[src/rtl/ram_pkg.sv]
// ram_pkg: shared defaults and FSM encoding for the RAM BIST controller
package ram_pkg;
  localparam int DATA_WIDTH_D = 8;
  localparam int DEPTH_D = 16;
  localparam int ADDR_W_D = 4;
  localparam int RD_LAT_D = 1;
  typedef enum logic [2:0] {IDLE, WRITE, READ, DRAIN, DONE} state_t;
endpackage

[src/rtl/ram_bist_ctrl_if.sv]
// ram_bist_ctrl_if: RAM bus between the BIST controller (master) and the RAM (slave)
interface ram_bist_ctrl_if #(parameter int DATA_WIDTH = 8, parameter int ADDR_W = 4);
  logic ram_cs;
  logic ram_wr_en;
  logic ram_out_en;
  logic [DATA_WIDTH-1:0] ram_data_in;
  logic [ADDR_W-1:0] ram_address_in;
  logic [DATA_WIDTH-1:0] ram_data_out;
  modport master(output ram_cs, ram_wr_en, ram_out_en, ram_data_in, ram_address_in, input ram_data_out);
  modport slave(input ram_cs, ram_wr_en, ram_out_en, ram_data_in, ram_address_in, output ram_data_out);
endinterface

[src/rtl/ram_bist_cmp.sv]
// ram_bist_cmp: aligns expected data/address with RAM read latency and counts mismatches
module ram_bist_cmp #(
  parameter int DATA_WIDTH = 8,
  parameter int ADDR_W = 4,
  parameter int RD_LAT = 1
) (
  input  logic clk,
  input  logic rst,
  input  logic clr,
  input  logic vld,
  input  logic [DATA_WIDTH-1:0] exp_data,
  input  logic [ADDR_W-1:0] exp_addr,
  input  logic [DATA_WIDTH-1:0] rdata,
  output logic [ADDR_W:0] err_count,
  output logic [ADDR_W-1:0] fail_addr
);
  logic [RD_LAT-1:0] vld_d;
  logic [DATA_WIDTH-1:0] data_d [RD_LAT];
  logic [ADDR_W-1:0] addr_d [RD_LAT];
  logic miss;
  assign miss = vld_d[RD_LAT-1] && (rdata != data_d[RD_LAT-1]);
  always_ff @(posedge clk or posedge rst) begin
    if (rst) begin
      vld_d <= '0;
      for (int i = 0; i < RD_LAT; i++) begin
        data_d[i] <= '0;
        addr_d[i] <= '0;
      end
      err_count <= '0;
      fail_addr <= '0;
    end else begin
      for (int i = RD_LAT - 1; i > 0; i--) begin
        vld_d[i] <= vld_d[i-1];
        data_d[i] <= data_d[i-1];
        addr_d[i] <= addr_d[i-1];
      end
      vld_d[0] <= vld;
      data_d[0] <= exp_data;
      addr_d[0] <= exp_addr;
      if (clr) begin
        err_count <= '0;
        fail_addr <= '0;
      end else if (miss) begin
        if (err_count != '1) err_count <= err_count + 1'b1;
        if (err_count == '0) fail_addr <= addr_d[RD_LAT-1];
      end
    end
  end
endmodule

[src/rtl/ram_bist_ctrl.sv]
// ram_bist_ctrl: write-then-read-back RAM self test with seeded address-XOR pattern
module ram_bist_ctrl
  import ram_pkg::*;
#(
  parameter int DATA_WIDTH = DATA_WIDTH_D,
  parameter int DEPTH = DEPTH_D,
  parameter int ADDR_W = ADDR_W_D,
  parameter int RD_LAT = RD_LAT_D
) (
  input  logic clk,
  input  logic rst,
  input  logic start,
  input  logic [DATA_WIDTH-1:0] seed,
  output logic busy,
  output logic done,
  output logic pass,
  output logic [ADDR_W:0] err_count,
  output logic [ADDR_W-1:0] fail_addr,
  ram_bist_ctrl_if.master ram
);
  state_t state, state_n;
  logic [ADDR_W-1:0] cnt, cnt_n;
  logic [DATA_WIDTH-1:0] seed_q, exp_data;
  logic pass_q, last, accept;
  assign last = cnt == ADDR_W'(DEPTH - 1);
  assign accept = state == IDLE && start;
  assign exp_data = DATA_WIDTH'(cnt) ^ seed_q;
  always_ff @(posedge clk or posedge rst) begin
    if (rst) begin
      state <= IDLE;
      cnt <= '0;
      seed_q <= '0;
      pass_q <= 1'b0;
    end else begin
      state <= state_n;
      cnt <= cnt_n;
      if (accept) seed_q <= seed;
      pass_q <= accept ? 1'b0 : state == DONE ? err_count == '0 : pass_q;
    end
  end
  always_comb begin
    state_n = state;
    cnt_n = cnt + 1'b1;
    case (state)
      IDLE: begin
        cnt_n = '0;
        if (start) state_n = WRITE;
      end
      WRITE: if (last) state_n = READ;
      READ: if (last) state_n = DRAIN;
      DRAIN: if (cnt == ADDR_W'(RD_LAT - 1)) begin
        state_n = DONE;
        cnt_n = '0;
      end
      default: begin
        state_n = IDLE;
        cnt_n = '0;
      end
    endcase
  end
  assign ram.ram_cs = state == WRITE || state == READ;
  assign ram.ram_wr_en = state == WRITE;
  assign ram.ram_out_en = state == READ;
  assign ram.ram_data_in = state == WRITE ? exp_data : '0;
  assign ram.ram_address_in = ram.ram_cs ? cnt : '0;
  assign busy = state == WRITE || state == READ || state == DRAIN;
  assign done = state == DONE;
  assign pass = done ? err_count == '0 : pass_q;
  ram_bist_cmp #(.DATA_WIDTH(DATA_WIDTH), .ADDR_W(ADDR_W), .RD_LAT(RD_LAT)) u_cmp (
    .clk(clk),
    .rst(rst),
    .clr(accept),
    .vld(state == READ),
    .exp_data(exp_data),
    .exp_addr(cnt),
    .rdata(ram.ram_data_out),
    .err_count(err_count),
    .fail_addr(fail_addr)
  );
endmodule
[src/flat_wrapper.sv]
// flat-port wrapper written by rule: the top's interface ports become plain ports
module ram_bist_ctrl_flat import ram_pkg::*;
#(
  parameter int DATA_WIDTH = DATA_WIDTH_D,
  parameter int DEPTH = DEPTH_D,
  parameter int ADDR_W = ADDR_W_D,
  parameter int RD_LAT = RD_LAT_D
)
  (clk, rst, start, seed, busy, done, pass, err_count, fail_addr, ram_ram_cs, ram_ram_wr_en, ram_ram_out_en, ram_ram_data_in, ram_ram_address_in, ram_ram_data_out);
  ram_bist_ctrl_if #(.DATA_WIDTH(DATA_WIDTH), .ADDR_W(ADDR_W)) ram_i ();
  input  logic clk;
  input  logic rst;
  input  logic start;
  input  logic [DATA_WIDTH-1:0] seed;
  output logic busy;
  output logic done;
  output logic pass;
  output logic [ADDR_W:0] err_count;
  output logic [ADDR_W-1:0] fail_addr;
  output wire logic [$bits(ram_i.ram_cs)-1:0] ram_ram_cs;
  output wire logic [$bits(ram_i.ram_wr_en)-1:0] ram_ram_wr_en;
  output wire logic [$bits(ram_i.ram_out_en)-1:0] ram_ram_out_en;
  output wire logic [$bits(ram_i.ram_data_in)-1:0] ram_ram_data_in;
  output wire logic [$bits(ram_i.ram_address_in)-1:0] ram_ram_address_in;
  input wire logic [$bits(ram_i.ram_data_out)-1:0] ram_ram_data_out;
  assign ram_ram_cs = ram_i.ram_cs;
  assign ram_ram_wr_en = ram_i.ram_wr_en;
  assign ram_ram_out_en = ram_i.ram_out_en;
  assign ram_ram_data_in = ram_i.ram_data_in;
  assign ram_ram_address_in = ram_i.ram_address_in;
  assign ram_i.ram_data_out = ram_ram_data_out;
  ram_bist_ctrl #(.DATA_WIDTH(DATA_WIDTH), .DEPTH(DEPTH), .ADDR_W(ADDR_W), .RD_LAT(RD_LAT)) u_core (.clk(clk), .rst(rst), .start(start), .seed(seed), .busy(busy), .done(done), .pass(pass), .err_count(err_count), .fail_addr(fail_addr), .ram(ram_i));
endmodule
[config.mk]
export PLATFORM = sky130hd
export DESIGN_NAME = ram_bist_ctrl_flat
export DESIGN_NICKNAME = d
export VERILOG_FILES = /design/src/rtl/ram_pkg.sv /design/src/rtl/ram_bist_ctrl_if.sv /design/src/rtl/ram_bist_cmp.sv /design/src/rtl/ram_bist_ctrl.sv /design/src/flat_wrapper.sv
export SDC_FILE = /design/constraint.sdc
export NUM_CORES = 1
export LEC_CHECK = 0
export CAP_MARGIN = 20
export CORE_ASPECT_RATIO = 2
export CORE_MARGIN = 3
export CORE_UTILIZATION = 45
export DETAILED_ROUTE_END_ITERATION = 6
export PLACE_DENSITY = 0.74
export SETUP_SLACK_MARGIN = 0.1
export SLEW_MARGIN = 30
export SYNTH_ARGS = -nofsm -noshare
export SYNTH_HDL_FRONTEND = slang
export SYNTH_SLANG_ARGS = --single-unit
export TNS_END_PERCENT = 10
[constraint.sdc]
create_clock -name clk -period 3.8 [get_ports clk]
set_input_delay 1.14 -clock clk [delete_from_list [all_inputs] [get_ports clk]]
set_output_delay 1.14 -clock clk [all_outputs]
set_load 0.03 [all_outputs]
==> results_dict.tcl, run 1 <==
set metrics [dict create \
    clock_skew_ns 0.00506 \
    path_cells "nor3b_2, and2_1, clkdlybuf4s50_1" \
    antenna_found_initial 0 \
    n_antenna_cell 0 \
    fin_crit_ns 3.33 \
    ys_types 32 \
    die_y_um 96.0 \
    muxShareOfSynthArea_pct 11.1 \
    r2r_slack_ns 2.04 \
    crit_path_end "ram_ram_data_in[1]" \
    hold_buffers 0 \
    coreArea_mm2 0.00388 \
    synth_area_leaders "dfrtp_1 52%, xor2_1 6.2%, mux2_2 5.6%, mux2i_1 5.5%, and2_1 4.1%" \
    clock_sinks 38 \
    place_congestion 0.745 \
    cp-start-kind "register" \
    dieArea_mm2 0.00490 \
    cts_resized 0 \
    crit_path_top_delay_cell "clkdlybuf4s50_1" \
    hold_path_class "register to register" \
    rr_startpoint "u_core.u_cmp.err_count[0]" \
    final-hold-violation-count 0 \
    vias_per_cell 5.08 \
    synthCells 157 \
    synth_top_area_share_pct 52.2 \
    cts_max_path_buffers 2 \
    cts_tree "done" \
    drc 0 \
    setup_tns_ns 0 \
    syn2layout_area_growth_pct 32.7 \
    worstSkewPairLatency_ns 0.29 \
    grt_max_degree 39 \
    finalNetCount 228 \
    path_class "register to output port" \
    totalPowerFinal_mw 2.05 \
    postSynthNetCount 181 \
    grt_first_pass_wirelength_mm 6.47 \
    tightest_slew_ns 0.468 \
    clk_pin_slew_worst_paths_ns 0.08 \
    drive_gt1_share_pct 12.2 \
    slew-limit-headroom_pct 68.7 \
    ys_seq_area_share_pct 52.2 \
    cts_setup_buffers 0 \
    die_w_um 51.0 \
    synthXorXnorAreaFrac_pct 7.21 \
    grt_util_all_layers_pct 17.9 \
    fin_crit_sh_pct 87.7 \
    root_buffer "clkbuf_8" \
    required_ns 2.66 \
    rsz0062_at_grt "no" \
    synth_top_family_by_area "simple AND/OR/NAND/NOR gates" \
    path_max_fanout 9 \
    vias 1301 \
    routed_wl_mm 3.88 \
    start_util_pct 46.9 \
    fin_util_pct 62.3 \
    synth.cell_area_mm2 0.00182 \
    first_global_vias 1408 \
    worstReg2RegEnd "u_core.u_cmp.err_count[2]" \
    cap_violations 0 \
    io_buffers 45 \
    powerDensity_mw_per_mm2 847 \
    dr.pass1.iters 4 \
    slowest_delay_ns 0.68 \
    synth_top_area_cell "dfrtp_1" \
    synthSimpleGateAreaFrac_pct 19.7 \
    ant_nets 0 \
    setup.worst_path.start "u_core.state[0]" \
    ys_ff_latch 38 \
    cts_max_level 2 \
    drtIter0Drc 9 \
    p_leak_nw 1.06 \
    layout_setup_ws_ns 0.467 \
    finalMaxSlewViolations 0 \
    ys_warn_count 0 \
    ir_worst_vdd_mv 0.587 \
    synthAdderAreaFrac_pct 3.43 \
    num_io_pins 46 \
    dp_hpwl_mm 2.98 \
    grt.overflow.total 0 \
    timing.fmax_ghz 0.300 \
    routedWlPerCell_um 15.1 \
    worstPathArrival_ns 2.19 \
    end_kind "output port" \
    synth_compound_area_share_pct 3.09 \
    fillers 329 \
    fin_hold_ws_ns 0.403 \
    syn_area_per_cell_um2 11.6 \
    cts_buffers 5 \
    reg2reg_depth 6 \
    setup_viol 0 \
    place_ws_ns 0.774 \
    core.rowCount 32 \
    status "finished clean" \
]
[where the power goes]
| part | internal (mW) | total (mW) | switching [mW] |
|---|---|---|---|
| sequential | 0.559 | 0.692 | 0.133 |
| combinational | 0.445 | 1.02 | 0.571 |
| clock | 0.195 | 0.341 | 0.146 |
| total | 1.20 | 2.05 | 0.850 |
[logic make-up (layout without fill, tap and decap cells)]
| kind of cell | after synthesis | count (layout) |
|---|---|---|
| compound gates | 8 | 8 |
| xor+xnor | 15 | 15 |
| fa+ha+maj | 5 | 5 |
| buf+inv | 12 | 60 |
| flops | 38 | 38 |
| mux | 19 | 19 |
| simple gates | 60 | 60 |
[through the flow]
stage / instances / instance area [µm²]
2_1_floorplan: 157 / 1820
3_3_place_gp: 248 / 2310
3_5_place_dp: 248 / 2310
4_1_cts: 256 / 2420
5_1_grt: 256 / 2420
6_report: 256 / 2420
[how the worst min path moves through the flow]
| stage | from | end | slack, ns | cells after the start |
|---|---|---|---|---|
| floorplan | u_core.cnt[2] | u_core.u_cmp.addr_d[2] | 0.35 | 0 |
| global placement | u_core.seed_q[6] | u_core.u_cmp.data_d[6] | 0.37 | 0 |
| detailed placement | u_core.seed_q[6] | u_core.u_cmp.data_d[6] | 0.39 | 0 |
| CTS | u_core.seed_q[6] | u_core.u_cmp.data_d[6] | 0.40 | 0 |
| global route | u_core.seed_q[6] | u_core.u_cmp.data_d[6] | 0.42 | 0 |
| finish | u_core.seed_q[6] | u_core.u_cmp.data_d[6] | 0.40 | 0 |
[cell usage in the layout (no fill, tap or decap)]
cell type	synthesis	routed
clkdlybuf4s50_1	0	45
dfrtp_1	38	38
nand2_1	17	17
xor2_1	13	13
and2_1	12	12
nor2_1	11	11
mux2i_1	10	10
mux2_2	9	9
inv_1	6	6
ha_1	5	5
clkbuf_8	0	5
nand2b_1	3	3
a21oi_1	3	3
nor3_1	3	3
nor4_4	2	2
a21oi_2	2	2
nor2b_1	2	2
xnor2_1	2	2
nand3_1	2	2
clkinvlp_4	0	2
nor2_4	1	1
nand3b_4	1	1
nor4b_1	1	1
a211oi_1	1	1
nand4_1	1	1
nor3b_2	1	1
nor3b_1	1	1
nand3b_1	1	1
and3_1	1	1
a21o_1	1	1
a41oi_1	1	1
bufinv_16	0	1
buf_4	2	1
[sequential cells by signal, summed over array words and instances (netlist names)]
signal,cells
u_core.seed_q,8
u_core.cnt,4
u_core.pass_q,1
u_core.state,3
u_core.u_cmp.vld_d,1
u_core.u_cmp.addr_d,4
u_core.u_cmp.fail_addr,4
u_core.u_cmp.data_d,8
u_core.u_cmp.err_count,5
[worst max-delay path: cells and delay by family, from the launching register on]
kind,cells,cell delay [ns]
buffers and inverters,1,0.68
flip-flops,1,0.54
AND/OR/NAND/NOR,2,0.69
[routing by layer]
layer	up-vias	share of wire, %	GRT usage (%)
met5	-	0	0
met4	0	2.6	9.66
met3	6	2.6	2.95
met2	32	58	33.1
met1	652	36	18.7
li1	611	-	-
[cell usage after synthesis (all sizes together)]
cell type / instances
nand2b: 3
nand2: 17
a21oi: 5
ha: 5
nor4b: 1
mux2i: 10
a21o: 1
and2: 12
dfrtp: 38
clkbuf: 2
nand4: 1
nor2: 12
nand3: 2
buf: 4
a41oi: 1
a211oi: 1
mux2: 9
xor2: 13
inv: 6
and3: 1
xnor2: 2
nand3b: 2
nor3b: 2
nor2b: 2
nor4: 2
nor3: 3
[cell type report]
type	count	area [µm²]	area share (%)
sequential	38	951	39.3
multi-input combinational	107	811	33.5
timing repair buffer	46	458	18.9
clock buffer	5	68.8	2.84
tap	51	63.8	2.64
clock inverter	3	45.0	1.86
inverter	6	22.5	0.931
Note: power is estimated with default switching activity, not from simulation.
==> inputs of run 2 (changes only) <==
Settings changed: CAP_MARGIN 20 to unset.
==> results of run 2 <==
Same layout as run 1: the final DEF is identical, and so are final timing and power.
==> inputs of run 3 (changes only) <==
Settings changed: CORE_UTILIZATION 45 to 44, PLACE_DENSITY 0.74 to 0.76.
Clock period 3.8 ns to 2.7 ns, I/O delays scaled along.
==> run 3 against run 2 <==
Effect of this change: first-iteration DRC count grew to 3.7 times the previous value; critical path type unchanged; worst setup slack worse by 0.34 ns; cell area unchanged; largest power group unchanged; non-clock buffer count up 4.
==> results_dict.tcl, run 3 (synthesized netlist as in run 1, its figures left out) <==
set metrics [dict create \
    die_y_um 97.0 \
    finalMaxSlewViolations 0 \
    cts_max_level 2 \
    grt_util_all_layers_pct 17.1 \
    cts_buffers 5 \
    seqPwrFrac_pct 34.9 \
    cp-start-kind "register" \
    vias 1295 \
    mostFrequentLayoutCell "dfrtp_1" \
    drive_gt1_share_pct 15.3 \
    fillers 357 \
    p_switching_mw 1.18 \
    grt.overflow.total 0 \
    p_leak_nw 1.12 \
    tightest_slew_ns 0.475 \
    rsz0062_at_grt "yes" \
    cts_max_path_buffers 2 \
    clk_pin_slew_worst_paths_ns 0.08 \
    clock_skew_ns 0.00587 \
    drc 0 \
    end_kind "output port" \
    dieArea_mm2 0.00500 \
    fin_crit_ns 2.57 \
    dp_hpwl_mm 2.90 \
    n_antenna_cell 0 \
    finalNetCount 232 \
    die_w_um 51.5 \
    switching_share_pct 43.2 \
    drtIter0Drc 33 \
    crit_buf_inv 1 \
    first_global_vias 1370 \
    crit_family "flip-flops" \
    layout_setup_ws_ns 0.131 \
    status "finished clean" \
    routedWlPerCell_um 14.9 \
    worstSkewPairLatency_ns 0.29 \
    ant_nets 0 \
    path_cells "nor2_4, and2_1, mux2_2, clkdlybuf4s15_2" \
    final_cell_mix "36 x dfrtp_1, 28 x clkdlybuf4s50_1, 17 x nand2_1, 14 x dlygate4sd2_1, 13 x xor2_1" \
    place_ws_ns 0.0643 \
    cap_violations 0 \
    fin_crit_sh_pct 95.2 \
    slowest_delay_ns 0.49 \
    grt_first_pass_wirelength_mm 6.43 \
    slew-limit-headroom_pct 68.4 \
    hold_path_class "register to register" \
    grt_max_degree 39 \
    hold_buffers 0 \
    dr.pass1.iters 4 \
    vias_per_cell 4.98 \
    core.rowCount 32 \
    coreArea_mm2 0.00392 \
    io_buffers 45 \
    antenna_found_initial 0 \
    final-hold-violation-count 0 \
    root_buffer "clkbuf_8" \
    power_frac_comb_pct 50.4 \
    routed_wl_mm 3.86 \
    multiInputGateArea_um2 817 \
    required_ns 1.89 \
    top_regs "u_core.seed_q (8), u_core.u_cmp.data_d (8), u_core.u_cmp.err_count (5)" \
    path_class "register to output port" \
    crit_path_top_delay_cell "dfrtp_2" \
    ir_worst_vdd_mv 0.616 \
    clock_sinks 38 \
    setup_tns_ns 0 \
    timing.fmax_ghz 0.389 \
    regArea_um2 953 \
    setup_viol 0 \
    syn2layout_area_growth_pct 32.7 \
    start_util_pct 46.5 \
    place_congestion 0.880 \
    internal_power_mw 1.55 \
    num_io_pins 46 \
    powerDensity_mw_per_mm2 1130 \
    cts_tree "done" \
    clock_power_share_pct 14.7 \
    path_max_fanout 9 \
    worstPathArrival_ns 1.76 \
]
-- run 3: area by class of cell --
class	instances	area share, %
inverter	6	0.931
clock buffer	7	3.57
tap	51	2.64
sequential	38	39.4
multi-input combinational	107	33.8
timing repair buffer	50	19.5
clock inverter	1	0.207
-- run 3: repair_timing --
item,CTS,global route
setup buffers,0,0
setup endpoints to repair,17,5
resized for setup,21,3
-- run 3: final timing paths --
kind	startpoint	to	cells after the start	slack [ns]
worst max-delay path	u_core.state[1]	pass	4	0.13
worst min-delay path	u_core.seed_q[4]	u_core.u_cmp.data_d[4]	0	0.40
worst max register to register	u_core.u_cmp.err_count[0]	u_core.u_cmp.err_count[2]	7	0.85
worst min register to register	u_core.seed_q[4]	u_core.u_cmp.data_d[4]	0	0.40
max in group asynchronous	rst	u_core.state[0]	3	1.41
min in group asynchronous	rst	u_core.u_cmp.data_d[5]	3	0.92
-- run 3: per-layer routing --
metal / vias to the layer above / track usage [%] / routed length (µm)
met4: 0 / 7.47 / 77
met1: 625 / 19.8 / 1460
met5: - / 0 / 0
met3: 6 / 4.47 / 189
li1: 618 / - / -
met2: 46 / 28.6 / 2140
-- run 3: power by group through the flow --
stage	registers, mW	logic [mW]	clock network, mW
2_1_floorplan	0.952	0.931	0
4_1_cts	0.951	1.39	0.410
3_3_place_gp	0.943	1.46	0
3_5_place_dp	0.960	1.50	0
5_1_grt	0.980	1.50	0.432
6_report	0.952	1.38	0.400
-- run 3: stage by stage --
stage          total power, mW  util [%]  hold WS (ns)  cell area, µm²  std cells
2_1_floorplan             1.88         -         0.352            1820        157
3_3_place_gp              2.40      59.5         0.369            2340        252
3_5_place_dp              2.46      59.5         0.382            2340        252
4_1_cts                   2.75      61.4         0.401            2410        260
5_1_grt                   2.91      61.7         0.421            2420        260
6_report                  2.73      61.7         0.399            2420        260
